[src/rtl/load_store_sched_if.sv]
// Bundles the request, drain, grant and monitor signals of load_store_sched.
// The master drives requests, drains and the monitor select. The slave (the scheduler) drives grant and status.
interface load_store_sched_if #(
    parameter int CBITS = 15
);
    logic [3:0]       req;
    logic [3:0]       drain;
    logic [1:0]       mon_sel;
    logic [3:0]       grant;
    logic             busy;
    logic [3:0]       full;
    logic [3:0]       empty;
    logic             done;
    logic [CBITS-1:0] mon_level;

    modport master (
        output req, drain, mon_sel,
        input  grant, busy, full, empty, done, mon_level
    );

    modport slave (
        input  req, drain, mon_sel,
        output grant, busy, full, empty, done, mon_level
    );
endinterface

[src/rtl/load_store_sched.sv]
// Round-robin scheduler that fills four tanks over one shared load path, with drains and a level monitor.
// Optional feature: define LSS_QUANTUM_EN to limit each grant to QUANTUM consecutive LOAD cycles.
module load_store_sched #(
    parameter int CAP     = 22500,
    parameter int CBITS   = 15,
    parameter int QUANTUM = 64
) (
    input logic              clk,
    input logic              rst,
    load_store_sched_if.slave bus
);
    if (CAP < 1 || CAP >= (1 << CBITS) || QUANTUM < 1) begin : g_bad_cfg
        $error("load_store_sched: CAP must fit in CBITS bits and QUANTUM must be positive");
    end

    localparam logic [CBITS-1:0] CAP_L = CBITS'(CAP);

    typedef enum logic {IDLE, LOAD} state_t;

    state_t           state;
    logic [CBITS-1:0] level [4];
    logic [3:0]       grant;
    logic             busy;
    logic             done;
    logic [1:0]       gidx;
    logic [1:0]       last_grant;

    logic [3:0]       full_w;
    logic [3:0]       empty_w;
    logic [3:0]       elig;
    logic             pick_valid;
    logic [1:0]       pick;
    logic [1:0]       cand;
    logic [CBITS-1:0] gnext;
    logic             reach;

`ifdef LSS_QUANTUM_EN
    localparam int QW = $clog2(QUANTUM + 1);
    logic [QW-1:0] qcnt;
`endif

    always_comb begin
        full_w  = '0;
        empty_w = '0;
        for (int unsigned i = 0; i < 4; i++) begin
            full_w[i]  = (level[i] == CAP_L);
            empty_w[i] = (level[i] == '0);
        end
    end

    assign elig = bus.req & ~full_w;

    // Scan starts one past the last winner; k=4 wraps back onto last_grant itself.
    always_comb begin
        pick_valid = 1'b0;
        pick       = '0;
        cand       = '0;
        for (int unsigned k = 1; k <= 4; k++) begin
            cand = last_grant + 2'(k);
            if (!pick_valid && elig[cand]) begin
                pick_valid = 1'b1;
                pick       = cand;
            end
        end
    end

    always_comb begin
        gnext = bus.drain[gidx] ? level[gidx] : level[gidx] + CBITS'(1);
        reach = (gnext == CAP_L);
    end

    always_ff @(posedge clk) begin
        if (rst) begin
            state      <= IDLE;
            grant      <= '0;
            busy       <= 1'b0;
            done       <= 1'b0;
            gidx       <= '0;
            last_grant <= 2'd3;
            for (int unsigned i = 0; i < 4; i++) level[i] <= '0;
`ifdef LSS_QUANTUM_EN
            qcnt       <= '0;
`endif
        end else begin
            done <= 1'b0;
            // Saturating drain for every tank; the granted tank is overridden below while it loads.
            for (int unsigned i = 0; i < 4; i++) begin
                if (bus.drain[i] && level[i] != '0) level[i] <= level[i] - CBITS'(1);
            end
            case (state)
                IDLE: begin
                    if (pick_valid) begin
                        grant      <= 4'b0001 << pick;
                        gidx       <= pick;
                        last_grant <= pick;
                        busy       <= 1'b1;
                        state      <= LOAD;
`ifdef LSS_QUANTUM_EN
                        qcnt       <= '0;
`endif
                    end
                end
                LOAD: begin
                    if (!bus.req[gidx]) begin
                        grant <= '0;
                        busy  <= 1'b0;
                        state <= IDLE;
                    end else begin
                        level[gidx] <= gnext;
                        if (reach) begin
                            grant <= '0;
                            busy  <= 1'b0;
                            done  <= 1'b1;
                            state <= IDLE;
                        end
`ifdef LSS_QUANTUM_EN
                        else if (qcnt == QW'(QUANTUM - 1)) begin
                            grant <= '0;
                            busy  <= 1'b0;
                            state <= IDLE;
                        end else begin
                            qcnt <= qcnt + QW'(1);
                        end
`endif
                    end
                end
                default: state <= IDLE;
            endcase
        end
    end

    assign bus.grant     = grant;
    assign bus.busy      = busy;
    assign bus.done      = done;
    assign bus.full      = full_w;
    assign bus.empty     = empty_w;
    assign bus.mon_level = level[bus.mon_sel];
endmodule
[src/flat_wrapper.sv]
// flat-port wrapper written by rule: the top's interface ports become plain ports
module load_store_sched_flat 
#(
    parameter int CAP     = 22500,
    parameter int CBITS   = 15,
    parameter int QUANTUM = 64
)
  (clk, rst, bus_req, bus_drain, bus_mon_sel, bus_grant, bus_busy, bus_full, bus_empty, bus_done, bus_mon_level);
  load_store_sched_if #(.CBITS(CBITS)) bus_i ();
  input logic clk;
  input logic rst;
  input wire logic [$bits(bus_i.req)-1:0] bus_req;
  input wire logic [$bits(bus_i.drain)-1:0] bus_drain;
  input wire logic [$bits(bus_i.mon_sel)-1:0] bus_mon_sel;
  output wire logic [$bits(bus_i.grant)-1:0] bus_grant;
  output wire logic [$bits(bus_i.busy)-1:0] bus_busy;
  output wire logic [$bits(bus_i.full)-1:0] bus_full;
  output wire logic [$bits(bus_i.empty)-1:0] bus_empty;
  output wire logic [$bits(bus_i.done)-1:0] bus_done;
  output wire logic [$bits(bus_i.mon_level)-1:0] bus_mon_level;
  assign bus_i.req = bus_req;
  assign bus_i.drain = bus_drain;
  assign bus_i.mon_sel = bus_mon_sel;
  assign bus_grant = bus_i.grant;
  assign bus_busy = bus_i.busy;
  assign bus_full = bus_i.full;
  assign bus_empty = bus_i.empty;
  assign bus_done = bus_i.done;
  assign bus_mon_level = bus_i.mon_level;
  load_store_sched #(.CAP(CAP), .CBITS(CBITS), .QUANTUM(QUANTUM)) u_core (.clk(clk), .rst(rst), .bus(bus_i));
endmodule
[config.mk]
export PLATFORM = sky130hd
export DESIGN_NAME = load_store_sched_flat
export DESIGN_NICKNAME = d
export VERILOG_FILES = /design/src/rtl/load_store_sched_if.sv /design/src/rtl/load_store_sched.sv /design/src/flat_wrapper.sv
export SDC_FILE = /design/constraint.sdc
export NUM_CORES = 1
export LEC_CHECK = 0
export ABC_AREA = 0
export CAP_MARGIN = 40
export CORE_ASPECT_RATIO = 0.6
export CORE_MARGIN = 2
export CORE_UTILIZATION = 40
export CTS_CLUSTER_DIAMETER = 50
export DETAILED_ROUTE_END_ITERATION = 12
export SYNTH_ARGS = -nofsm -noshare
export SYNTH_HDL_FRONTEND = slang
export SYNTH_SLANG_ARGS = --single-unit
[constraint.sdc]
create_clock -name clk -period 3.99 [get_ports clk]
set_input_delay 0.399 -clock clk [delete_from_list [all_inputs] [get_ports clk]]
set_output_delay 0.399 -clock clk [all_outputs]
set_load 0.01 [all_outputs]
==> out/qor.txt, run 1 <==
========================================================================================
Result of the run ......................................................... finished clean
Max-cap check violation count .............................................            0
Crit Path Max Fanout ......................................................            5
Top layer in use ..........................................................         met4
Via density per instance ..................................................         6.48
Number of violations reported at the end of detailed-routing iteration 0 ..          627
Overall Global Routing Usage ..............................................        0.254
Worst slack at placement ..................................................     0.455 ns
Global-route wire length before repair ....................................      26.7 mm
Post-route setup TNS ......................................................         0 ns
Capture instance of the worst register-to-register path ................... u_core.bus.grant[1]$_SDFFE_PP0P_
Instance count of the mapped netlist ......................................          503
Area overhead of the layout relative to synthesis .........................        17.6%
Hold Crit Endpoint ........................................................ u_core.bus.busy$_SDFFE_PP0P_
Die X .....................................................................       154 um
Syn nets ..................................................................          520
Number of warnings printed during yosys synthesis .........................            0
DRC violations left .......................................................            0
Data required, critical path ..............................................      3.59 ns
Quantity of hold-fixing buffers added after cts ...........................            0
Clock sinks ...............................................................           73
Number of cells in the finished layout apart from fillers .................          728
TritonCTS Buffers .........................................................            9
Metal-1 WL ................................................................      7.67 mm
Net total in the final layout .............................................          570
Input/output buffers ......................................................           40
Routed met3 length ........................................................      2.83 mm
CTS clk-pin slew, worst paths .............................................      0.06 ns
Avg Synthesized Cell Area .................................................    10.7 um^2
RSZ-0062 raised after global routing ......................................           no
Power Density .............................................................  433 nW/um^2
Master cell of the clock root buffer ...................................... sky130_fd_sc_hd__clkbuf_16
Worst path most repeated cell ............................................. sky130_fd_sc_hd__or2_2
H-tree depth ..............................................................            3
Number of flops mapped to enable cells by yosys ...........................           60
DR pass1 iterations .......................................................            5
DIE HEIGHT ................................................................      93.8 um
DR WL/cell ................................................................      24.6 um
Number of buffers inserted by post-CTS setup repair .......................            0
Number of top-level pins ..................................................           41
Max rail drop VDD .........................................................     0.185 mV
Worst setup skew after layout .............................................   0.00577 ns
Number of max-slew violations in the final report .........................            0
Fraction of the yosys area taken by sequential cells ......................        0.384
Post-Synthesis Cell Area ..................................................    5380 um^2
Sum of routed wire length over all layers .................................      17.9 mm
Global-route congestion overflow total ....................................            0
Element type at the critical path end ..................................... primary output
Category of cells accounting for the largest share of critical-path delay . simple AND/OR/NAND/NOR gates
Ys async rst share ........................................................            0
Post-synthesis sequential element count ...................................           73
Worst-skew pair later-pin latency .........................................      0.34 ns
Maximum frequency from static timing analysis .............................      287 MHz
CP max stage cell ......................................................... sky130_fd_sc_hd__clkdlybuf4s50_1
Crit-path max cell delay ..................................................      0.52 ns
Routed Antenna Nets .......................................................            0
Detailed-route via count ..................................................         4714
Unique cell type count in the Yosys netlist ...............................           59
Worst Reg2Reg Path Length in Cells ........................................            9
Reg2reg setup slack .......................................................      0.73 ns
Critical path, cell by cell ............................................... or2_2, nor3_1, nand2_1, or4_1, or2_2, inv_1, clkdlybuf4s50_1
Number of instances in the placed design ..................................          712
Count of buffering cells on the critical path with inverters included .....            2
Initial core utilization ..................................................        0.414
Leakage power figure ......................................................      2.09 nW
Max clock buf depth .......................................................            2
Worst-case setup margin in the final layout ...............................     0.500 ns
Weighted congestion reported at the end of routability-driven placement ...        0.936
Total count of hold-check failures in the final report ....................            0
Critical path arrival .....................................................      3.09 ns
Routed length on met2 .....................................................      7.09 mm
Time the final worst path needs with I/O delays and setup .................      3.49 ns
Die Outline Area ..........................................................   14400 um^2
Pin count of the biggest net entering global routing ......................           19
Share of post-route cells with drive strength above 1 .....................        0.154
CP startpoint kind ........................................................         flop
Hold path startpoint ...................................................... u_core.bus.busy$_SDFFE_PP0P_
Headroom to the max-slew limit ............................................        0.362
Count of standard-cell rows ...............................................           32
Fraction of the cycle the final worst path needs ..........................        0.875
Final antenna diode count .................................................            0
Primary flip-flop cell chosen by synthesis mapping ........................ sky130_fd_sc_hd__edfxtp_1
Post-cts repair resize count ..............................................            0
Cell depth of the worst hold path .........................................            2
Type of the most critical hold path ....................................... flop to flop
Pin slew with the least headroom to its limit .............................     0.945 ns
Via count of the first global-routing pass ................................         4415
Sum of net half-perimeters after detailed placement .......................      13.9 mm
Antenna violations before repair ..........................................            0
Setup violators final .....................................................            0
CTS tree ..................................................................        built
Setup Crit Path Kind ...................................................... flop to primary output
Area of the core region ...................................................   13000 um^2
========================================================================================
[power breakdown]
group	leakage [nW]	internal (mW)	total, mW	switching [mW]
Clock	0.129	0.422	0.759	0.337
Combinational	1.19	0.396	0.896	0.500
Sequential	0.771	0.931	1.08	0.154
Total	2.09	1.75	2.74	0.990
[synthesized netlist by cell type (all sizes together), types with 2 or more instances]
cell type	n	area, um^2
clkbuf	19	71.3
nand4	8	50.1
nand3b	4	30.0
nor3b	3	22.5
o21ai	10	50.1
o21bai	3	22.5
dfxtp	13	260
o31ai	2	15.0
nand2	29	109
nor4b	2	17.5
o21a	2	15.0
nand2b	8	50.1
o41ai	4	35.0
nor2	27	101
o2bb2ai	2	17.5
nand4b	11	111
o22ai	56	350
edfxtp	60	1800
nor2b	18	113
mux2i	3	30.0
or2	9	56.3
o32ai	2	17.5
or3	2	12.5
xor2	24	210
buf	5	41.3
or4	6	48.8
nand3	12	60.1
xnor2	38	333
a21oi	9	45.0
nor4	14	87.6
nor3	21	105
inv	19	71.3
mux4	32	721
o311ai	2	35.0
ha	5	62.6
[worst max path at each step]
| stage | from | end | slack (ns) | cells past startpoint |
|---|---|---|---|---|
| 3_3_place_gp | bus_drain[1] | u_core.bus.grant[0]$_SDFFE_PP0P_ | 0.46 | 9 |
| 4_1_cts | u_core.level[3][4]$_DFFE_PP_ | bus_empty[3] | 0.52 | 7 |
| 3_5_place_dp | bus_drain[1] | u_core.bus.grant[1]$_SDFFE_PP0P_ | 0.46 | 8 |
| 6_report | u_core.level[3][4]$_DFFE_PP_ | bus_empty[3] | 0.50 | 7 |
| 5_1_grt | u_core.level[3][4]$_DFFE_PP_ | bus_empty[3] | 0.33 | 7 |
| 2_1_floorplan | flop | u_core.bus.grant[0]$_SDFFE_PP0P_ | 0.95 | 10 |
[kinds of logic after synthesis]
family / Yosys count / share of synthesized area
AO/OA/AOI/OAI: 106 / 0.141
XOR/XNOR: 62 / 0.101
adder cells (fa/ha/maj): 5 / 0.0116
buffers and inverters: 43 / 0.0342
flip-flops: 73 / 0.384
multiplexers: 36 / 0.142
AND/OR/NAND/NOR: 178 / 0.187
[sequential cells by signal, indices dropped and copies added (netlist names), named ones only]
register	flops
u_core.state	1
u_core.bus.busy	1
u_core.bus.grant	4
u_core.last_grant	2
u_core.bus.done	1
u_core.gidx	2
u_core.level	60
[cell type report]
class                      instances  area [um^2]
fill                            1197         6650
multi-input combinational        387         3130
sequential                        73         2060
timing repair buffer              63          573
clock buffer                      10          229
tap                              170          213
inverter                          19         71.3
clock inverter                     6         42.5
[per-stage QoR]
stage          utilization  instance area [um^2]  power, mW  hold slack (ns)
6_report             0.487                  6320       2.74            0.485
2_1_floorplan            -                  5380       1.63            0.491
3_5_place_dp         0.466                  6050       1.96            0.480
4_1_cts              0.487                  6320       2.72            0.489
3_3_place_gp         0.466                  6050       1.95            0.471
5_1_grt              0.487                  6320       2.85            0.512
[worst min-delay path, delay by kind of cell (launching register included)]
family | cells | cell delay (ns)
compound gates | 1 | 0.06
flops | 1 | 0.32
buf+inv | 1 | 0.05
[layout by cell type (no fill, tap or decap), types with 14 or more instances in the layout]
master	instances
sky130_fd_sc_hd__buf_4	23
sky130_fd_sc_hd__clkdlybuf4s50_1	40
sky130_fd_sc_hd__edfxtp_1	60
sky130_fd_sc_hd__inv_1	19
sky130_fd_sc_hd__mux4_2	32
sky130_fd_sc_hd__nand2_1	29
sky130_fd_sc_hd__nor2_1	27
sky130_fd_sc_hd__nor2b_1	18
sky130_fd_sc_hd__nor3_1	21
sky130_fd_sc_hd__nor4_1	14
sky130_fd_sc_hd__o22ai_1	56
sky130_fd_sc_hd__xnor2_1	38
sky130_fd_sc_hd__xor2_1	24
[routing by layer]
metal  global-route usage  vias to the layer above
met3               0.0927                       29
met4               0.0680                        0
met1                0.374                     2304
li1                     -                     2089
met5                    0                        -
met2                0.347                      292
Note: power is estimated with default switching activity, not from simulation.
==> run 2: changes to the inputs <==
--- a/config.mk
+++ b/config.mk
@@ -9,7 +9,7 @@
 export CAP_MARGIN = 40
 export CORE_ASPECT_RATIO = 0.6
 export CORE_MARGIN = 2
-export CORE_UTILIZATION = 40
+export CORE_UTILIZATION = 25
 export CTS_CLUSTER_DIAMETER = 50
 export DETAILED_ROUTE_END_ITERATION = 12
 export SYNTH_ARGS = -nofsm -noshare
==> out/qor.txt, run 2 (same netlist as run 1, synthesis figures left out) <==
========================================================================================
Worst Reg2Reg Path Length in Cells ........................................            7   -2
Sum of net half-perimeters after detailed placement .......................      15.3 mm   +9.6%
RSZ-0062 raised after global routing ......................................           no
CP startpoint kind ........................................................         flop
Clock sinks ...............................................................           73   unchanged
DRC violations left .......................................................            0   unchanged
Die Outline Area ..........................................................   22700 um^2   +58%
Number of buffers inserted by post-CTS setup repair .......................            0   unchanged
Max clock buf depth .......................................................            2   unchanged
Quantity of hold-fixing buffers added after cts ...........................            0   unchanged
DIE HEIGHT ................................................................       118 um   +25%
Final Cell Area ...........................................................    6500 um^2   +2.8%
Number of violations reported at the end of detailed-routing iteration 0 ..          654   +4.3%
Final antenna diode count .................................................            0   unchanged
Input/output buffers ......................................................           40   unchanged
Cell depth of the worst setup path ........................................            6   -1
Routed Antenna Nets .......................................................            0   unchanged
CTS tree ..................................................................        built
Via count of the first global-routing pass ................................         4523   +2.4%
Crit Path Max Fanout ......................................................            5   unchanged
Global-route congestion overflow total ....................................            0   unchanged
Max-cap check violation count .............................................            0   unchanged
Fraction of the cycle the final worst path needs ..........................        0.919   +0.0447
Time the final worst path needs with I/O delays and setup .................      3.67 ns   +0.178 ns
Via density per instance ..................................................         5.74   -11%
Launching instance or port of the critical path ........................... u_core.level[1][3]$_DFFE_PP_
Detailed-route via count ..................................................         4825   +2.4%
Worst-case setup margin in the final layout ...............................     0.322 ns   -0.178 ns
Antenna violations before repair ..........................................            0   unchanged
Max rail drop VDD .........................................................     0.240 mV   +30%
Post-cts repair resize count ..............................................            0   unchanged
CTS clk-pin slew, worst paths .............................................      0.06 ns   about the same
Worst setup skew after layout .............................................   0.00624 ns   +0.000474 ns
Maximum frequency from static timing analysis .............................      273 MHz   -4.9%
Most frequent standard cell in the layout excluding fill and tap cells .... sky130_fd_sc_hd__edfxtp_1
DR pass1 iterations .......................................................            5   unchanged
TritonCTS Buffers .........................................................            9   unchanged
Element type at the critical path end ..................................... primary output
Capture instance of the worst register-to-register path ................... u_core.bus.grant[1]$_SDFFE_PP0P_
Largest registers ......................................................... u_core.level: 60 flops, u_core.bus.grant: 4 flops
Count of standard-cell rows ...............................................           41   +28%
Global-route wire length before repair ....................................      29.3 mm   +9.6%
H-tree depth ..............................................................            3   unchanged
Number of max-slew violations in the final report .........................            0   unchanged
Headroom to the max-slew limit ............................................        0.416   +0.0538
Area of the core region ...................................................   21000 um^2   +62%
Pin count of the biggest net entering global routing ......................           24   +5
Data required, critical path ..............................................      3.59 ns   about the same
Category of cells accounting for the largest share of critical-path delay . simple AND/OR/NAND/NOR gates
Placed instance area ......................................................    6220 um^2   +2.8%
Register with the highest flop count ...................................... u_core.level
Sum of routed wire length over all layers .................................      19.8 mm   +11%
Master cell of the clock root buffer ...................................... sky130_fd_sc_hd__clkbuf_16
Leading cell types in the layout, fill and taps excluded .................. 60 x sky130_fd_sc_hd__edfxtp_1, 56 x sky130_fd_sc_hd__o22ai_1, 40 x sky130_fd_sc_hd__clkdlybuf4s50_1
Setup Crit Path Kind ...................................................... flop to primary output
Die X .....................................................................       193 um   +26%
CP endpoint ............................................................... bus_empty[1]
Worst-skew pair later-pin latency .........................................      0.35 ns   about the same
Critical path, cell by cell ............................................... or2_2, nor3_1, nand3_1, nor4_1, buf_4, clkdlybuf4s50_1
Worst hold slack ..........................................................     0.479 ns   -0.00630 ns
Net total in the final layout .............................................          574   +0.70%
Post-route setup TNS ......................................................         0 ns   unchanged
Worst slack at placement ..................................................     0.449 ns   -0.00681 ns
CP max stage cell ......................................................... sky130_fd_sc_hd__nor4_1
Initial core utilization ..................................................        0.256   -0.159
Critical path arrival .....................................................      3.27 ns   +0.18 ns
Result of the run ......................................................... finished clean
Power Density .............................................................  432 nW/um^2   -0.21%
Type of the most critical hold path ....................................... flop to flop
Final standard cell utilization of the core ...............................        0.309   -0.178
Weighted congestion reported at the end of routability-driven placement ...        0.993   +6.0%
Total count of hold-check failures in the final report ....................            0   unchanged
Area overhead of the layout relative to synthesis .........................        20.9%
Number of top-level pins ..................................................           41   unchanged
Pin slew with the least headroom to its limit .............................     0.869 ns   -0.0763 ns
DR WL/cell ................................................................      23.6 um   -4.1%
Crit-path max cell delay ..................................................      0.72 ns   +0.20 ns
Share of post-route cells with drive strength above 1 .....................        0.155   +0.000682
Count of buffering cells on the critical path with inverters included .....            2   unchanged
Leakage power figure ......................................................      2.11 nW   +1.2%
Largest register FFs ......................................................           60   unchanged
Overall Global Routing Usage ..............................................        0.173   -0.0804
Reg2reg setup slack .......................................................      0.55 ns   -0.18 ns
Setup violators final .....................................................            0   unchanged
========================================================================================
run 2: changes by cell type in the layout (fill, tap and decap cells not counted), sizes merged:
cell      previous run  this run
clkinvlp             2         0
clkbuf              10        12
inv                 20        19
bufinv               0         1
buf                 23        27
run 2: worst min path at each step:
stage,startpoint,to,slack (ns),cells after the start
after floorplan,u_core.bus.busy$_SDFFE_PP0P_,u_core.bus.busy$_SDFFE_PP0P_,0.49,2
after global placement,u_core.bus.grant[2]$_SDFFE_PP0P_,u_core.bus.grant[2]$_SDFFE_PP0P_,0.47,2
after detailed placement,u_core.bus.grant[2]$_SDFFE_PP0P_,u_core.bus.grant[2]$_SDFFE_PP0P_,0.47,2
after CTS,u_core.bus.grant[2]$_SDFFE_PP0P_,u_core.bus.grant[2]$_SDFFE_PP0P_,0.48,2
after global routing,u_core.bus.busy$_SDFFE_PP0P_,u_core.bus.busy$_SDFFE_PP0P_,0.52,2
final,u_core.bus.grant[2]$_SDFFE_PP0P_,u_core.bus.grant[2]$_SDFFE_PP0P_,0.48,2
run 2: cell type report:
| cell class | count | area, um^2 |
|---|---|---|
| multi-input combinational | 387 | 3140 |
| tap | 279 | 349 |
| fill | 2179 | 14500 |
| inverter | 19 | 71.3 |
| sequential | 73 | 2060 |
| timing repair buffer | 67 | 597 |
| clock buffer | 12 | 236 |
| clock inverter | 4 | 43.8 |
run 2: per-stage QoR:
step,cells,power [mW]
floorplan,503,1.63
global placement,823,1.96
detailed placement,825,1.97
CTS,841,2.78
global route,841,2.91
finish,841,2.81
run 2: layer usage:
metal,vias up,track usage,part of all wire
li1,2097,-,-
met2,325,0.209,0.37
met3,17,0.0891,0.17
met5,-,0,0
met4,0,0.0305,0.0069
met1,2386,0.266,0.46
run 2: worst min-delay path, delay by kind of cell (launching register included):
kind / cells / cell delay [ns]
flip-flops: 1 / 0.31
AND/OR/NAND/NOR: 1 / 0.06
AO/OA/AOI/OAI: 1 / 0.06
run 2: power breakdown:
part	internal, mW	switching, mW
Combinational	0.393	0.514
Sequential	0.931	0.162
Clock	0.481	0.329
